<file path="src/rtl/cam_pkg.sv">
// cam_block_buffer shared constants and types.
// Fixed sensor geometry, pulse timing and read-engine states.
package cam_pkg;

  localparam int ROW_PX           = 128;
  localparam int ROW_BYTES        = ROW_PX / 4;
  localparam int BLOCK_ROWS       = 8;
  localparam int BLOCK_BYTES      = ROW_BYTES * BLOCK_ROWS;
  localparam int BLOCKS_PER_FRAME = 16;
  localparam int RDY_PULSE        = 16;
  localparam int RD_LAT           = 2;

  typedef enum logic [1:0] {
    RD_IDLE  = 2'd0,
    RD_FETCH = 2'd1,
    RD_HOLD  = 2'd2
  } rd_state_e;

endpackage

</file>
<file path="src/rtl/cam_bank_ram.sv">
// Two-bank block store: 512x8 simple dual-port RAM.
// Ports: clk_i; we_i/waddr_i/wdata_i write; raddr_i in, rdata_o registered out.
module cam_bank_ram
  import cam_pkg::*;
(
  input  logic       clk_i,
  input  logic       we_i,
  input  logic [8:0] waddr_i,
  input  logic [7:0] wdata_i,
  input  logic [8:0] raddr_i,
  output logic [7:0] rdata_o
);

  logic [7:0] mem_q [2*BLOCK_BYTES];
  logic [7:0] rdata_q;

  always_ff @(posedge clk_i) begin
    if (we_i) mem_q[waddr_i] <= wdata_i;
    rdata_q <= mem_q[raddr_i];
  end

  assign rdata_o = rdata_q;

endmodule

</file>
<file path="src/rtl/cam_block_buffer.sv">
// Ping-pong 8-row block buffer: packs 2-bit pixels, publishes blocks, serves reads.
// Ports: sys_clock/sys_resetn/NewRunReset; Frame_Start/Pix_*; Reader_Busy;
//   BlockDataReady/Frame_Done/Overrun; RequestReadBuffer/ReadBufferOffset ->
//   BufferReadResult/BufferDataReady.
module cam_block_buffer
  import cam_pkg::*;
(
  input  logic       sys_clock,
  input  logic       sys_resetn,
  input  logic       NewRunReset,
  input  logic       Frame_Start,
  input  logic       Pix_Valid,
  input  logic [1:0] Pix_Data,
  input  logic       Reader_Busy,
  output logic       BlockDataReady,
  input  logic       RequestReadBuffer,
  input  logic [9:0] ReadBufferOffset,
  output logic [7:0] BufferReadResult,
  output logic       BufferDataReady,
  output logic       Overrun,
  output logic       Frame_Done
);

  logic rst;
  assign rst = !sys_resetn || NewRunReset;

  // write side state
  logic [6:0] x_q, x_d;
  logic [2:0] row_q, row_d;
  logic [3:0] blk_q, blk_d;
  logic [5:0] sh_q, sh_d;
  logic       done_q, done_d;
  logic       wr_bank_q, wr_bank_d;
  logic       rd_bank_q, rd_bank_d;
  logic       pend_q, pend_d;
  logic       pend_bank_q, pend_bank_d;
  logic       pend_last_q, pend_last_d;
  logic       ovr_q, ovr_d;
  logic       bdr_q, bdr_d;
  logic       gap_q, gap_d;
  logic [3:0] pcnt_q, pcnt_d;
  logic       fd_q, fd_d;

  // Frame_Start acts on the same cycle's pixel, so counters are
  // viewed through this cleared lens before use.
  logic [6:0] x_c;
  logic [2:0] row_c;
  logic [3:0] blk_c;
  logic [5:0] sh_c;
  logic       done_c, pend_c;
  logic       pix_ok, row_end, blk_end, last_c;
  logic       gap_ok, can_pub, pub_now, pub_pend, publish;
  logic       ram_we;
  logic [8:0] ram_waddr;
  logic [7:0] ram_wdata;

  assign x_c    = Frame_Start ? '0 : x_q;
  assign row_c  = Frame_Start ? '0 : row_q;
  assign blk_c  = Frame_Start ? '0 : blk_q;
  assign sh_c   = Frame_Start ? '0 : sh_q;
  assign done_c = Frame_Start ? 1'b0 : done_q;
  assign pend_c = Frame_Start ? 1'b0 : pend_q;

  assign pix_ok  = Pix_Valid && !done_c;
  assign row_end = x_c == 7'(ROW_PX - 1);
  assign blk_end = pix_ok && row_end
                && row_c == 3'(BLOCK_ROWS - 1);
  assign last_c  = blk_c == 4'(BLOCKS_PER_FRAME - 1);

  assign ram_we    = pix_ok && x_c[1:0] == 2'd3;
  assign ram_waddr = {wr_bank_q, row_c, x_c[6:2]};
  assign ram_wdata = {sh_c, Pix_Data};

  // Pulse may start only once the previous high and low phases are done.
  assign gap_ok   = !bdr_q
                 && (!gap_q || pcnt_q == 4'(RDY_PULSE - 1));
  assign pub_pend = pend_c && !Reader_Busy && gap_ok;
  assign can_pub  = !pend_c && !Reader_Busy && gap_ok;
  assign pub_now  = blk_end && can_pub;
  assign publish  = pub_pend || pub_now;

  always_comb begin
    x_d         = x_c;
    row_d       = row_c;
    blk_d       = blk_c;
    sh_d        = sh_c;
    done_d      = done_c;
    wr_bank_d   = wr_bank_q;
    rd_bank_d   = rd_bank_q;
    pend_d      = pend_c;
    pend_bank_d = pend_bank_q;
    pend_last_d = pend_last_q;
    ovr_d       = Frame_Start ? 1'b0 : ovr_q;
    bdr_d       = bdr_q;
    gap_d       = gap_q;
    pcnt_d      = pcnt_q;
    fd_d        = 1'b0;

    if (pix_ok) begin
      sh_d = {sh_c[3:0], Pix_Data};
      x_d  = x_c + 7'd1;
      if (row_end) row_d = row_c + 3'd1;
      if (blk_end) begin
        blk_d = blk_c + 4'd1;
        if (last_c) done_d = 1'b1;
      end
    end

    if (pub_pend) begin
      rd_bank_d = pend_bank_q;
      pend_d    = 1'b0;
    end

    // A pending block moves writes to the other bank so the pending
    // data survives; a drop keeps writing the same bank.
    if (blk_end) begin
      if (pend_c) begin
        ovr_d = 1'b1;
      end else if (can_pub) begin
        rd_bank_d = wr_bank_q;
        wr_bank_d = !wr_bank_q;
      end else begin
        pend_d      = 1'b1;
        pend_bank_d = wr_bank_q;
        pend_last_d = last_c;
        wr_bank_d   = !wr_bank_q;
      end
    end

    if (publish) begin
      bdr_d  = 1'b1;
      gap_d  = 1'b0;
      pcnt_d = '0;
      fd_d   = pub_pend ? pend_last_q : last_c;
    end else if (bdr_q) begin
      if (pcnt_q == 4'(RDY_PULSE - 1)) begin
        bdr_d  = 1'b0;
        gap_d  = 1'b1;
        pcnt_d = '0;
      end else begin
        pcnt_d = pcnt_q + 4'd1;
      end
    end else if (gap_q) begin
      if (pcnt_q == 4'(RDY_PULSE - 1)) gap_d = 1'b0;
      else pcnt_d = pcnt_q + 4'd1;
    end
  end

  always_ff @(posedge sys_clock) begin
    if (rst) begin
      x_q         <= '0;
      row_q       <= '0;
      blk_q       <= '0;
      sh_q        <= '0;
      done_q      <= 1'b0;
      wr_bank_q   <= 1'b0;
      rd_bank_q   <= 1'b1;
      pend_q      <= 1'b0;
      pend_bank_q <= 1'b0;
      pend_last_q <= 1'b0;
      ovr_q       <= 1'b0;
      bdr_q       <= 1'b0;
      gap_q       <= 1'b0;
      pcnt_q      <= '0;
      fd_q        <= 1'b0;
    end else begin
      x_q         <= x_d;
      row_q       <= row_d;
      blk_q       <= blk_d;
      sh_q        <= sh_d;
      done_q      <= done_d;
      wr_bank_q   <= wr_bank_d;
      rd_bank_q   <= rd_bank_d;
      pend_q      <= pend_d;
      pend_bank_q <= pend_bank_d;
      pend_last_q <= pend_last_d;
      ovr_q       <= ovr_d;
      bdr_q       <= bdr_d;
      gap_q       <= gap_d;
      pcnt_q      <= pcnt_d;
      fd_q        <= fd_d;
    end
  end

  // read engine
  rd_state_e  st_q, st_d;
  logic [1:0] lat_q, lat_d;
  logic [9:0] off_q, off_d;
  logic [7:0] rdat_q, rdat_d;
  logic       rdy_q, rdy_d;
  logic [7:0] ram_rdata;

  always_comb begin
    st_d   = st_q;
    lat_d  = lat_q;
    off_d  = off_q;
    rdat_d = rdat_q;
    rdy_d  = rdy_q;
    unique case (1'b1)
      st_q == RD_IDLE: begin
        if (RequestReadBuffer && !rdy_q) begin
          off_d = ReadBufferOffset;
          lat_d = '0;
          st_d  = RD_FETCH;
        end
      end
      st_q == RD_FETCH: begin
        if (lat_q == 2'(RD_LAT - 1)) begin
          rdat_d = (off_q[9:8] != 2'd0) ? 8'h00 : ram_rdata;
          rdy_d  = 1'b1;
          st_d   = RD_HOLD;
        end else begin
          lat_d = lat_q + 2'd1;
        end
      end
      st_q == RD_HOLD: begin
        if (!RequestReadBuffer) begin
          rdy_d = 1'b0;
          st_d  = RD_IDLE;
        end
      end
      default: begin
        rdy_d = 1'b0;
        st_d  = RD_IDLE;
      end
    endcase
  end

  always_ff @(posedge sys_clock) begin
    if (rst) begin
      st_q   <= RD_IDLE;
      lat_q  <= '0;
      off_q  <= '0;
      rdat_q <= '0;
      rdy_q  <= 1'b0;
    end else begin
      st_q   <= st_d;
      lat_q  <= lat_d;
      off_q  <= off_d;
      rdat_q <= rdat_d;
      rdy_q  <= rdy_d;
    end
  end

  cam_bank_ram u_ram (
    .clk_i   (sys_clock),
    .we_i    (ram_we),
    .waddr_i (ram_waddr),
    .wdata_i (ram_wdata),
    .raddr_i ({rd_bank_q, off_q[7:0]}),
    .rdata_o (ram_rdata)
  );

  assign BlockDataReady   = bdr_q;
  assign Frame_Done       = fd_q;
  assign Overrun          = ovr_q;
  assign BufferReadResult = rdat_q;
  assign BufferDataReady  = rdy_q;

endmodule

</file>
<file path="config.mk">
export PLATFORM = sky130hd
export DESIGN_NAME = cam_block_buffer
export DESIGN_NICKNAME = d
export VERILOG_FILES = /design/src/rtl/cam_pkg.sv /design/src/rtl/cam_bank_ram.sv /design/src/rtl/cam_block_buffer.sv
export SDC_FILE = /design/constraint.sdc
export NUM_CORES = 2
export LEC_CHECK = 0
export ABC_AREA = 1
export CAP_MARGIN = 20
export CORE_MARGIN = 2
export CORE_UTILIZATION = 50
export DETAILED_ROUTE_END_ITERATION = 6
export PLACE_DENSITY_LB_ADDON = 0.05
export SYNTH_ARGS = -nofsm -noshare
export SYNTH_HDL_FRONTEND = slang
export SYNTH_SLANG_ARGS = --single-unit
</file>
<file path="constraint.sdc">
create_clock -name sys_clock -period 27 [get_ports sys_clock]
set_input_delay 6.75 -clock sys_clock [delete_from_list [all_inputs] [get_ports sys_clock]]
set_output_delay 6.75 -clock sys_clock [all_outputs]
set_load 0.005 [all_outputs]
</file>
* Word level (Yosys, flattened, before mapping)
Memory sizes are Yosys's and may differ from the RTL's. A register that Yosys moved wholly into a read port is not among the register bits.
Cells that the tools add are included.
** Cells by class
- Add/sub/neg operators :: 5
- Equal/unequal tests :: 14
- Mux-type cells :: 50
- Bitwise operators :: 4
- Reduce and logical (&&, ||, !) cells :: 36
** Operators by type and width (count)
- 2-to-1 mux 4 bit :: 7
- 2-to-1 mux 1 bit :: 27
- 2-to-1 mux 7 bit :: 2
- 2-to-1 mux 6 bit :: 2
- AND reduction 3 bit :: 4
- logical AND 1 bit :: 11
- 2-to-1 mux 2 bit :: 5
- 2-to-1 mux 3 bit :: 3
- adder 4 x 1 -> 4 bit (second input constant) :: 2
- == test 4 bit (second input constant) :: 2
- logical NOT 1 bit :: 8
- 2-to-1 mux 8 bit :: 1
- AND reduction 2 bit :: 4
- adder 7 x 1 -> 7 bit (second input constant) :: 1
- == test 7 bit (second input constant) :: 1
- != test 2 x 1 -> 1 bit (second input constant) :: 3
- != test 2 bit (second input constant) :: 3
- case mux 2 bit (3 select lines) :: 1
- nonzero test 2 bit :: 3
- == test 2 x 1 -> 1 bit (second input constant) :: 2
- == test 2 bit (second input constant) :: 2
- NOT 1 bit :: 4
- case mux 2 bit (2 select lines) :: 1
- OR reduction 2 bit :: 2
- other kinds (6) :: 8
** Word-level totals
- Bits in registers :: 57
- Memory bits (writable) :: 4096
- Output and inout port bits :: 12
- Memories :: 1
** Memories
- u_ram.mem_q :: words 512, bits a word 8, read ports 1, clocked after Yosys merged registers in 1, write ports 1, line cam_bank_ram.sv:14 : logic [7:0] mem_q [2*BLOCK_BYTES];

* Longest topological paths before layout
- Depth in word-level cells :: 9
- Mapped depth :: 15

* Cells and area by module
A second synthesis with hierarchy kept.
** Second synthesis, totals
- Cell total of the unflattened synthesis :: 14242
- Area, all modules :: 169249.8 sq um
** By module, submodules not included
- cam_bank_ram :: instances 1, cells an instance 13891, area each 166728.7 sq um, seq. area each 123158.1 sq um
- cam_block_buffer :: instances 1, cells an instance 351, area each 2521.2 sq um, seq. area each 1141.1 sq um

* Least setup slack after synthesis
Ideal clock, no wire load.
- Path type :: input to register
- From :: input Frame_Start
- To :: memory u_ram.mem_q[0][2] (data pin)
- Library setup time :: 2626 ps
- Data arrival time :: 18977 ps
- Data required time :: 24374 ps
- Setup slack :: 5398 ps
- Stages :: 3
- Buffers on the path :: 2
- Cell sequence :: buf_4 buf_1 nor2_1
** Between the ends
- Word-level cells in the longest chain between the ends :: 1
** Ends and longest elaborated chain
- start, declared :: line cam_block_buffer.sv:11 : input logic Frame_Start,
- 2-to-1 mux 6 bit :: line cam_block_buffer.sv:60 : assign sh_c = Frame_Start ? '0 : sh_q;
- net sh_c[0] :: line cam_block_buffer.sv:49 : logic [5:0] sh_c;
- end, declared :: line cam_bank_ram.sv:14
The timed path passes the listed nets, and every way through them passes these cells.

* Worst setup path after layout
- From :: input Frame_Start
- To :: memory u_ram.mem_q[183][4] (data pin)
Same word-level chain as after synthesis.

==> results_dict.tcl <==
set metrics [dict create \
    min_period_over_period_pct 38.2 \
    h_tree_levels 5 \
    first_pass_grt_wire_length_mm 714 \
    postPlaceCellArea_sq_um 171000 \
    die_w_microns 585 \
    cp.arrival_ps 10910 \
    core_sq_um 337000 \
    n_fill_cell 28083 \
    critPathRequiredTime_ps 27600 \
    post_synth_xor_area_fraction_pct 0.00518 \
    drt.antenna.violating_nets 0 \
    slew_headroom_pct 18.8 \
    ir_worst_vdd_uv 59.8 \
    mux_cell_area_share_after_synthesis_pct 0 \
    synth-adder-area-share_pct 0.0444 \
    timing.critical_path.fanout_max 122 \
    cts.repair_timing.setup_buffer_count 0 \
    hp-class "flip-flop to flip-flop" \
    clock_tree_from_tritoncts "built" \
    drv.max_cap_violation_count 0 \
    dp_slack_ps 15550 \
    die_h_microns 585 \
    ctsHoldBuffers 0 \
    routedWlPerCell_microns 26.5 \
    flow.area_growth_from_synthesis_pct 9.47 \
    die_area_sq_um 343000 \
    final_period_minus_worst_setup_slack_ps 10310 \
    io-pin-count 31 \
    timing.fmax_mhz 97.0 \
    yosys_warnings 0 \
    leakage_power_nw 63.7 \
    combined_global_route_utilization_of_all_metal_layers_pct 28.5 \
    synth_top_family_by_area "simple AND/OR/NAND/NOR gates" \
    clk-insertion-delay-late_ps 980 \
    core.rowCount 213 \
    postSynthRegisterBits 4161 \
    drcViolationCount 4 \
    io_buffers 30 \
    most-common-layout-cells "4174 x nand2_1, 4096 x edfxtp_1, 4085 x nand3_1, 564 x nor2_1, 431 x clkbuf_16" \
    yosys.area_share.simple_pct 22.8 \
    cts.root.buffer_cell "clkbuf_16" \
    design.final.nets 13835 \
    synth.distinct_cells 37 \
    post_synth_instance_area_sq_um 169000 \
    finalSetupViolations 0 \
    cts_repair_resize_count 0 \
    detailedRoute.firstIterationViolations 13991 \
    clock_sink_count 4161 \
    detail_route.wirelength_mm 495 \
    finClkSkew_ps 33.9 \
    clk_transition_reported_paths_ps 60 \
    vias_in_the_first_global_route 107084 \
    report.final.hold_viol_count 0 \
    setup.worst_path.class "primary input to flip-flop" \
    synth_area_per_cell_sq_um 11.9 \
    dpl.hpwl_mm 282 \
    numCtsBuffers 422 \
    mostFrequentLayoutCell "nand2_1" \
    drive_above_1_share_pct 5.82 \
    overflow 0 \
    failing_checks "design-rule violations" \
    finalMaxSlewViolations 0 \
    status "finished, violations left" \
    grt_setup_unrepaired "no" \
    vias_per_cell 5.91 \
    grt_start_max_net_pins 274 \
    fraction_of_the_yosys_area_taken_by_sequential_cells_pct 73.6 \
    postSynthNetCount 14205 \
    setup_ws_ps 16690 \
    ctsLongestPathBuffers 4 \
    grt_antenna_before_repair 21 \
    worst-slew-pin-transition_ps 1220 \
    final_replace_weighted_congestion 0.901 \
    synthCells 14180 \
    setup_tns_ps 0 \
    initial_utilization_pct 50.2 \
    dr_total_vias 110364 \
    startpoint_type "primary input" \
    power.density_nw_per_um2 72.8 \
    postLayoutCellArea_sq_um 185000 \
    drt-pass1-iter-count 7 \
    timing.critical_path.to_type "flip-flop" \
    synth-compound-area-share_pct 0.236 \
]
[per-layer routing]
layer	wire length [microns]	part of all wire (%)	track usage (%)	vias up
met5	92	0.019	0	-
met4	16700	3.4	8.98	14
met3	40200	8.1	4.28	749
met2	230000	46	45.6	4974
met1	208000	42	40.4	54868
li1	-	-	-	49759
[sequential cells by signal (all words and copies together), names as in the netlist, 2 cells and up]
| name | flops |
|---|---|
| st_q | 2 |
| off_q | 10 |
| pcnt_q | 4 |
| blk_q | 4 |
| x_q | 7 |
| u_ram.mem_q | 4096 |
| row_q | 3 |
| u_ram.rdata_o | 8 |
| sh_q | 6 |
| BufferReadResult | 8 |
| lat_q | 2 |
[critical path, stage by stage]
cell and delay [ps]:
clkdlybuf4s50_1 410, buf_4 250, nor2_4 870, buf_4 840
buf_12 590, buf_4 860
[final timing paths]
path	end	depth (start not counted)	slack (ps)	start
setup / recovery	u_ram.mem_q[183][4]$_DFFE_PP_	6	16690	Frame_Start
hold / removal	lat_q[1]$_SDFFE_PP0P_	2	460	lat_q[1]$_SDFFE_PP0P_
setup reg to reg	u_ram.rdata_o[0]$_DFF_P_	14	20750	off_q[1]$_SDFFE_PP0P_
hold reg to reg	lat_q[1]$_SDFFE_PP0P_	2	460	lat_q[1]$_SDFFE_PP0P_
[cell type report]
type	instances	area [sq um]	area share (%)
multi-input combinational	8964	39300	21.2
antenna	9	22.5	0.0122
clock buffer	510	11100	6.00
tap	4515	5650	3.05
sequential	4161	124000	67.2
clock inverter	269	2430	1.31
inverter	61	285	0.154
timing repair buffer	200	1900	1.03
[cell families (layout without fill, tap and decap cells)]
family / after synthesis / after routing
and+or+nand+nor: 8882 / 8882
DFF: 4161 / 4161
buffers and inverters: 1055 / 1040
AOI/OAI and AO/OA: 75 / 75
adders and majority gates: 6 / 6
xor gates and xnor gates: 1 / 1
other: 0 / 9
[per-stage QoR]
| step | power [mW] | hold WS (ps) | cells | utilization [%] |
|---|---|---|---|---|
| floorplan | 7.60 | 433 | 14180 | - |
| global placement | 7.82 | 457 | 17900 | 50.9 |
| detailed placement | 7.82 | 454 | 17900 | 50.9 |
| CTS | 13.5 | 463 | 18679 | 54.9 |
| global route | 13.8 | 493 | 18682 | 54.9 |
| finish | 13.5 | 463 | 18689 | 55.0 |
[synth_stat cells, drive strengths merged]
cell	n	share of area (%)
a211oi	4	0.018
a21oi	34	0.10
a221oi	1	0.0052
a311oi	1	0.0052
and3	1	0.0037
buf	882	2.9
clkbuf	112	0.25
clkinv	4	0.0089
dfxtp	65	0.77
edfxtp	4096	73
ha	6	0.044
inv	57	0.13
nand2	4194	9.3
nand3	4085	12
nand4	10	0.046
nor2	578	1.3
nor3	12	0.041
nor3b	1	0.0044
nor4	1	0.0074
o211a	1	0.0059
o21ai	33	0.098
o22ai	1	0.0037
xor2	1	0.0052
[report_power, final]
| group | switching, mW | total, mW | internal, mW |
|---|---|---|---|
| registers | 0.00817 | 7.05 | 7.05 |
| clock network | 2.45 | 5.76 | 3.31 |
| logic | 0.495 | 0.643 | 0.148 |
| total | 2.95 | 13.5 | 10.5 |
(Power assumes the default switching activity.)
